**src/rtl/ksa_result_reader.sv**
```systemverilog
`timescale 1ns/1ps
// Post-decryption checker for the RC4 key search: scans RAM A for lowercase/space bytes
// and, on success, shows the candidate key on six seven-segment digits.
module ksa_result_reader #(
  parameter int MESSAGE_LENGTH     = 32,
  parameter int MESSAGE_LOG_LENGTH = 5,
  parameter int RAM_WIDTH          = 8,
  parameter int RAM_LENGTH         = 8,
  parameter int KEY_WIDTH          = 24
) (
  input  logic                          clk,
  input  logic                          reset,
  input  logic                          start,
  input  logic [KEY_WIDTH-1:0]          key_in,
  output logic [RAM_LENGTH-1:0]         aAddr,
  input  logic [RAM_WIDTH-1:0]          aOut,
  output logic                          busy,
  output logic                          done,
  output logic                          pass,
  output logic [MESSAGE_LOG_LENGTH-1:0] fail_index,
  output logic [KEY_WIDTH-1:0]          key_out,
  output logic [6:0]                    HEX0,
  output logic [6:0]                    HEX1,
  output logic [6:0]                    HEX2,
  output logic [6:0]                    HEX3,
  output logic [6:0]                    HEX4,
  output logic [6:0]                    HEX5,
  output logic [2:0]                    state_dbg
);

  typedef enum logic [2:0] {
    S_IDLE  = 3'd0,
    S_READ  = 3'd1,
    S_WAIT  = 3'd2,
    S_CHECK = 3'd3,
    S_DONE  = 3'd4
  } state_t;

  state_t                        state;
  logic [MESSAGE_LOG_LENGTH-1:0] index;
  logic                          byte_ok;
  logic                          last_byte;
  logic                          show_key;

  assign state_dbg = state;

  assign byte_ok = ((aOut >= RAM_WIDTH'(8'h61)) && (aOut <= RAM_WIDTH'(8'h7A))) ||
                   (aOut == RAM_WIDTH'(8'h20));
  assign last_byte = (index == MESSAGE_LOG_LENGTH'(MESSAGE_LENGTH - 1));
  assign show_key  = done && pass;

  function automatic logic [6:0] hex_glyph(input logic [3:0] nib);
    logic [6:0] g;
    case (nib)
      4'h0: g = 7'h40;
      4'h1: g = 7'h79;
      4'h2: g = 7'h24;
      4'h3: g = 7'h30;
      4'h4: g = 7'h19;
      4'h5: g = 7'h12;
      4'h6: g = 7'h02;
      4'h7: g = 7'h78;
      4'h8: g = 7'h00;
      4'h9: g = 7'h10;
      4'hA: g = 7'h08;
      4'hB: g = 7'h03;
      4'hC: g = 7'h46;
      4'hD: g = 7'h21;
      4'hE: g = 7'h06;
      default: g = 7'h0E;
    endcase
    return g;
  endfunction

  // start is a one-cycle request, accepted only in IDLE or DONE; while busy it is dropped.
  // A start held high in DONE re-triggers the scan every time DONE is reached.
  always_ff @(posedge clk or posedge reset) begin
    if (reset) begin
      state      <= S_IDLE;
      index      <= '0;
      aAddr      <= '0;
      busy       <= 1'b0;
      done       <= 1'b0;
      pass       <= 1'b0;
      fail_index <= '0;
      key_out    <= '0;
    end else begin
      case (state)
        S_IDLE, S_DONE: begin
          if (start) begin
            key_out <= key_in;
            index   <= '0;
            done    <= 1'b0;
            pass    <= 1'b0;
            busy    <= 1'b1;
            state   <= S_READ;
          end
        end
        S_READ: begin
          aAddr <= RAM_LENGTH'(index);
          state <= S_WAIT;
        end
        // RAM A registers the address, so data appears one cycle after it is sampled.
        S_WAIT: begin
          state <= S_CHECK;
        end
        S_CHECK: begin
          if (!byte_ok) begin
            fail_index <= index;
            pass       <= 1'b0;
            done       <= 1'b1;
            busy       <= 1'b0;
            state      <= S_DONE;
          end else if (last_byte) begin
            pass  <= 1'b1;
            done  <= 1'b1;
            busy  <= 1'b0;
            state <= S_DONE;
          end else begin
            index <= index + 1'b1;
            state <= S_READ;
          end
        end
        default: begin
          busy  <= 1'b0;
          state <= S_IDLE;
        end
      endcase
    end
  end

  // Display follows the registered done/pass, hence one cycle behind them.
  always_ff @(posedge clk or posedge reset) begin
    if (reset) begin
      HEX0 <= 7'h7F;
      HEX1 <= 7'h7F;
      HEX2 <= 7'h7F;
      HEX3 <= 7'h7F;
      HEX4 <= 7'h7F;
      HEX5 <= 7'h7F;
    end else begin
      HEX0 <= show_key ? hex_glyph(key_out[3:0])   : 7'h7F;
      HEX1 <= show_key ? hex_glyph(key_out[7:4])   : 7'h7F;
      HEX2 <= show_key ? hex_glyph(key_out[11:8])  : 7'h7F;
      HEX3 <= show_key ? hex_glyph(key_out[15:12]) : 7'h7F;
      HEX4 <= show_key ? hex_glyph(key_out[19:16]) : 7'h7F;
      HEX5 <= show_key ? hex_glyph(key_out[23:20]) : 7'h7F;
    end
  end

endmodule

```
**config.mk**
```make
export PLATFORM = sky130hd
export DESIGN_NAME = ksa_result_reader
export DESIGN_NICKNAME = d
export VERILOG_FILES = /design/src/rtl/ksa_result_reader.sv
export SDC_FILE = /design/constraint.sdc
export NUM_CORES = 1
export LEC_CHECK = 0
export CAP_MARGIN = 25
export CORE_ASPECT_RATIO = 0.8
export CORE_MARGIN = 5
export CORE_UTILIZATION = 45
export CTS_BUF_LIST = sky130_fd_sc_hd__clkbuf_4
export CTS_CLUSTER_SIZE = 14
export DETAILED_ROUTE_END_ITERATION = 10
export PLACE_DENSITY = 0.78
export SKIP_LAST_GASP = 1
export SLEW_MARGIN = 25
export SYNTH_ARGS = -nofsm -noshare
export SYNTH_HDL_FRONTEND = slang
export SYNTH_SLANG_ARGS = --single-unit
export TNS_END_PERCENT = 1
```
**constraint.sdc**
```tcl
create_clock -name clk -period 2.8 [get_ports clk]
set_clock_uncertainty 0.1 [all_clocks]
set_input_delay 0.56 -clock clk [delete_from_list [all_inputs] [get_ports clk]]
set_output_delay 0.56 -clock clk [all_outputs]
set_load 0.01 [all_outputs]
```
==> results.ini <==
[status]
status = completed

[clock_network]
htree_levels = 3
cts_resized = 0
path_clk_slew_ns = 0.13
clock-root-buffer = clkbuf_4
clkLatencyLatePin_ns = 0.43
cts_tree = done
cts_sinks = 87
cts_made_buffers = 9
clockBufferDepth = 2
cts_setup_buffers = 0
holdBufCountCts = 0

[setup_path]
cp_slowest_cell = dfrtp_1
worstSetupEndpointType = primary output
cp.required_ns = 2.14
crit_family = flip-flops
worstPathArrival_ns = 1.75
cp-start-kind = flop
path_cells = clkdlybuf4s50_1
cpPeakStageDelay_ns = 0.69
path_max_fanout = 16
critPathBufInv = 1
crit_type = flop to primary output

[grt]
grt_start_max_net_pins = 88
grt_overflow = 0
antenna_found_initial = 0
grt_pass1_vias = 3579
grt_pass1_wl_um = 17600
grt_usage = 0.181

[synth]
syn_area_per_cell_um2 = 10.5
synth.area.top_cells = dfrtp_1 25%, dfstp_2 25%, ha_1 11%, o21ai_0 4.4%, nand2_1 3.8%
netlist_area_um2 = 4500
ys_ff_latch = 87
ys_seq_area_frac = 0.496
ys_types = 39
synth_ff_type = dfrtp_1
synth_most_common_cell = nand2_1
synth-async-reset-ratio = 1.00
yosysTopAreaCellShare = 0.250
synth-edff-count = 0
synthTopCellsByCount = 46 x nand2_1, 45 x dfrtp_1, 42 x dfstp_2, 40 x o21ai_0, 38 x ha_1
synth_area_leader_cell = dfrtp_1
yosysWarnings = 0
synthCells = 429

[sta]
worst_slew_pin_slew_ns = 0.991
relSlewSlack = 0.338
rsz0062_at_grt = false
hold_slack_ns = 0.421
finalSetupTns_ns = 0
drv_slew = 0
fmax_mhz = 415
finalWorstPathRequiredPeriod_ns = 2.41
fin_crit_sh = 0.862
hold_viol_final = 0
timing.final.ws_setup_ns = 0.388
setup_violations = 0

[die]
io_pins = 120
die_area_um2 = 12100
die_w_um = 122
core_region_area_um2 = 9690
die_h_um = 99.4
start_util = 0.464
num_rows = 32

[cells_and_area]
area_growth_pct = 31.4
fin_cells = 680
nNetsFinal = 612
utilization = 0.610
layout-drive-gt1-share = 0.147
antenna_cells = 0
design_area_um2 = 5910

[place]
hpwl_um = 7660
place_congestion = 0.819
dp_cells = 664
io_buffers = 116
placed_cell_area_um2 = 5800
pre_cts_ws_ns = 0.0398

[route]
viasPerCell = 5.22
remaining_drc_errors = 0
wl_per_cell_um = 15.6
drtPass1Iterations = 4
drt-initial-drc-count = 178
vias = 3549
drt_wl_total_um = 10600
ant_nets = 0

[worst_hold_path]
hold_class = flop to flop

[power_and_ir_drop]
cellLeakagePower_nw = 2.51
power_density_nw_per_um2 = 794
total_power_mw = 4.70
vdd_drop_max_v = 0.000482

[job]
drv_cap = 0

[layer usage]
layer	routed length (um)	global-route usage	share of wire
met3	615	0.0546	0.058
met1	4770	0.238	0.45
met4	180	0.0500	0.017
met2	5050	0.291	0.48
met5	0	0	0
[final cells by class]
type,count,area [um2]
clock buffers,13,97.6
inverters,27,105
multi-input cells,293,2070
fillers,810,3780
repair buffers,121,1220
flip-flops and latches,87,2230
clock inverters,3,12.5
well taps,136,170
[sequential cells by signal, summed over array words and instances (netlist names), 3 cells and up]
register / flops
HEX3: 7
key_out: 24
HEX0: 7
fail_index: 5
HEX2: 7
index: 5
HEX5: 7
aAddr: 5
state_dbg: 3
HEX1: 7
HEX4: 7
[worst paths after layout]
path / cells past startpoint / slack (ns) / end / startpoint
min reg2reg: 1 / 0.42 / aAddr[2]$_DFFE_PP0P_ / aAddr[2]$_DFFE_PP0P_
max reg2reg: 7 / 0.67 / index[3]$_DFFE_PP0P_ / index[0]$_DFFE_PP0P_
max: 1 / 0.39 / key_out[23] / key_out[23]$_DFFE_PP0P_
max in group asynchronous: 3 / 1.73 / HEX2[5]$_DFF_PP1_ / reset
min in group asynchronous: 3 / 0.47 / key_out[12]$_DFFE_PP0P_ / reset
min: 1 / 0.42 / aAddr[2]$_DFFE_PP0P_ / aAddr[2]$_DFFE_PP0P_
[cell usage in the layout (no fill, tap or decap), drive strengths merged, types with 2 or more instances in the layout]
cell           count
a31o               2
a21oi              8
dfrtp             45
a21boi             7
conb               3
o211ai            12
a21o               3
o311ai            12
mux2              14
nand2b            15
nor3               5
o21ai             41
nor2b              7
nand3              7
a31oi              6
nor2              27
mux2i             14
clkinv             3
a221o             11
clkbuf            13
or3                2
ha                38
inv               26
clkdlybuf4s50    116
dfstp             42
buf                5
nand2             46
and2               3
[report_power, final]
part / leakage, nW / total (mW) / internal [mW] / switching [mW]
registers: 1.02 / 1.98 / 1.48 / 0.496
clock network: 0.0669 / 0.613 / 0.217 / 0.396
logic: 1.42 / 2.11 / 1.02 / 1.09
total: 2.51 / 4.70 / 2.71 / 1.98
[cell families (layout without fill, tap and decap cells)]
family | count (synthesis) | in the layout | synth area share
other cells | 1 | 3 | 0.000833
flops | 87 | 87 | 0.496
compound gates | 107 | 107 | 0.165
fa+ha+maj | 38 | 38 | 0.106
buf+inv | 51 | 164 | 0.0459
mux | 28 | 28 | 0.0662
simple gates | 116 | 116 | 0.118
xor+xnor | 1 | 1 | 0.00195
No activity file was read; power rests on OpenSTA's default activity.
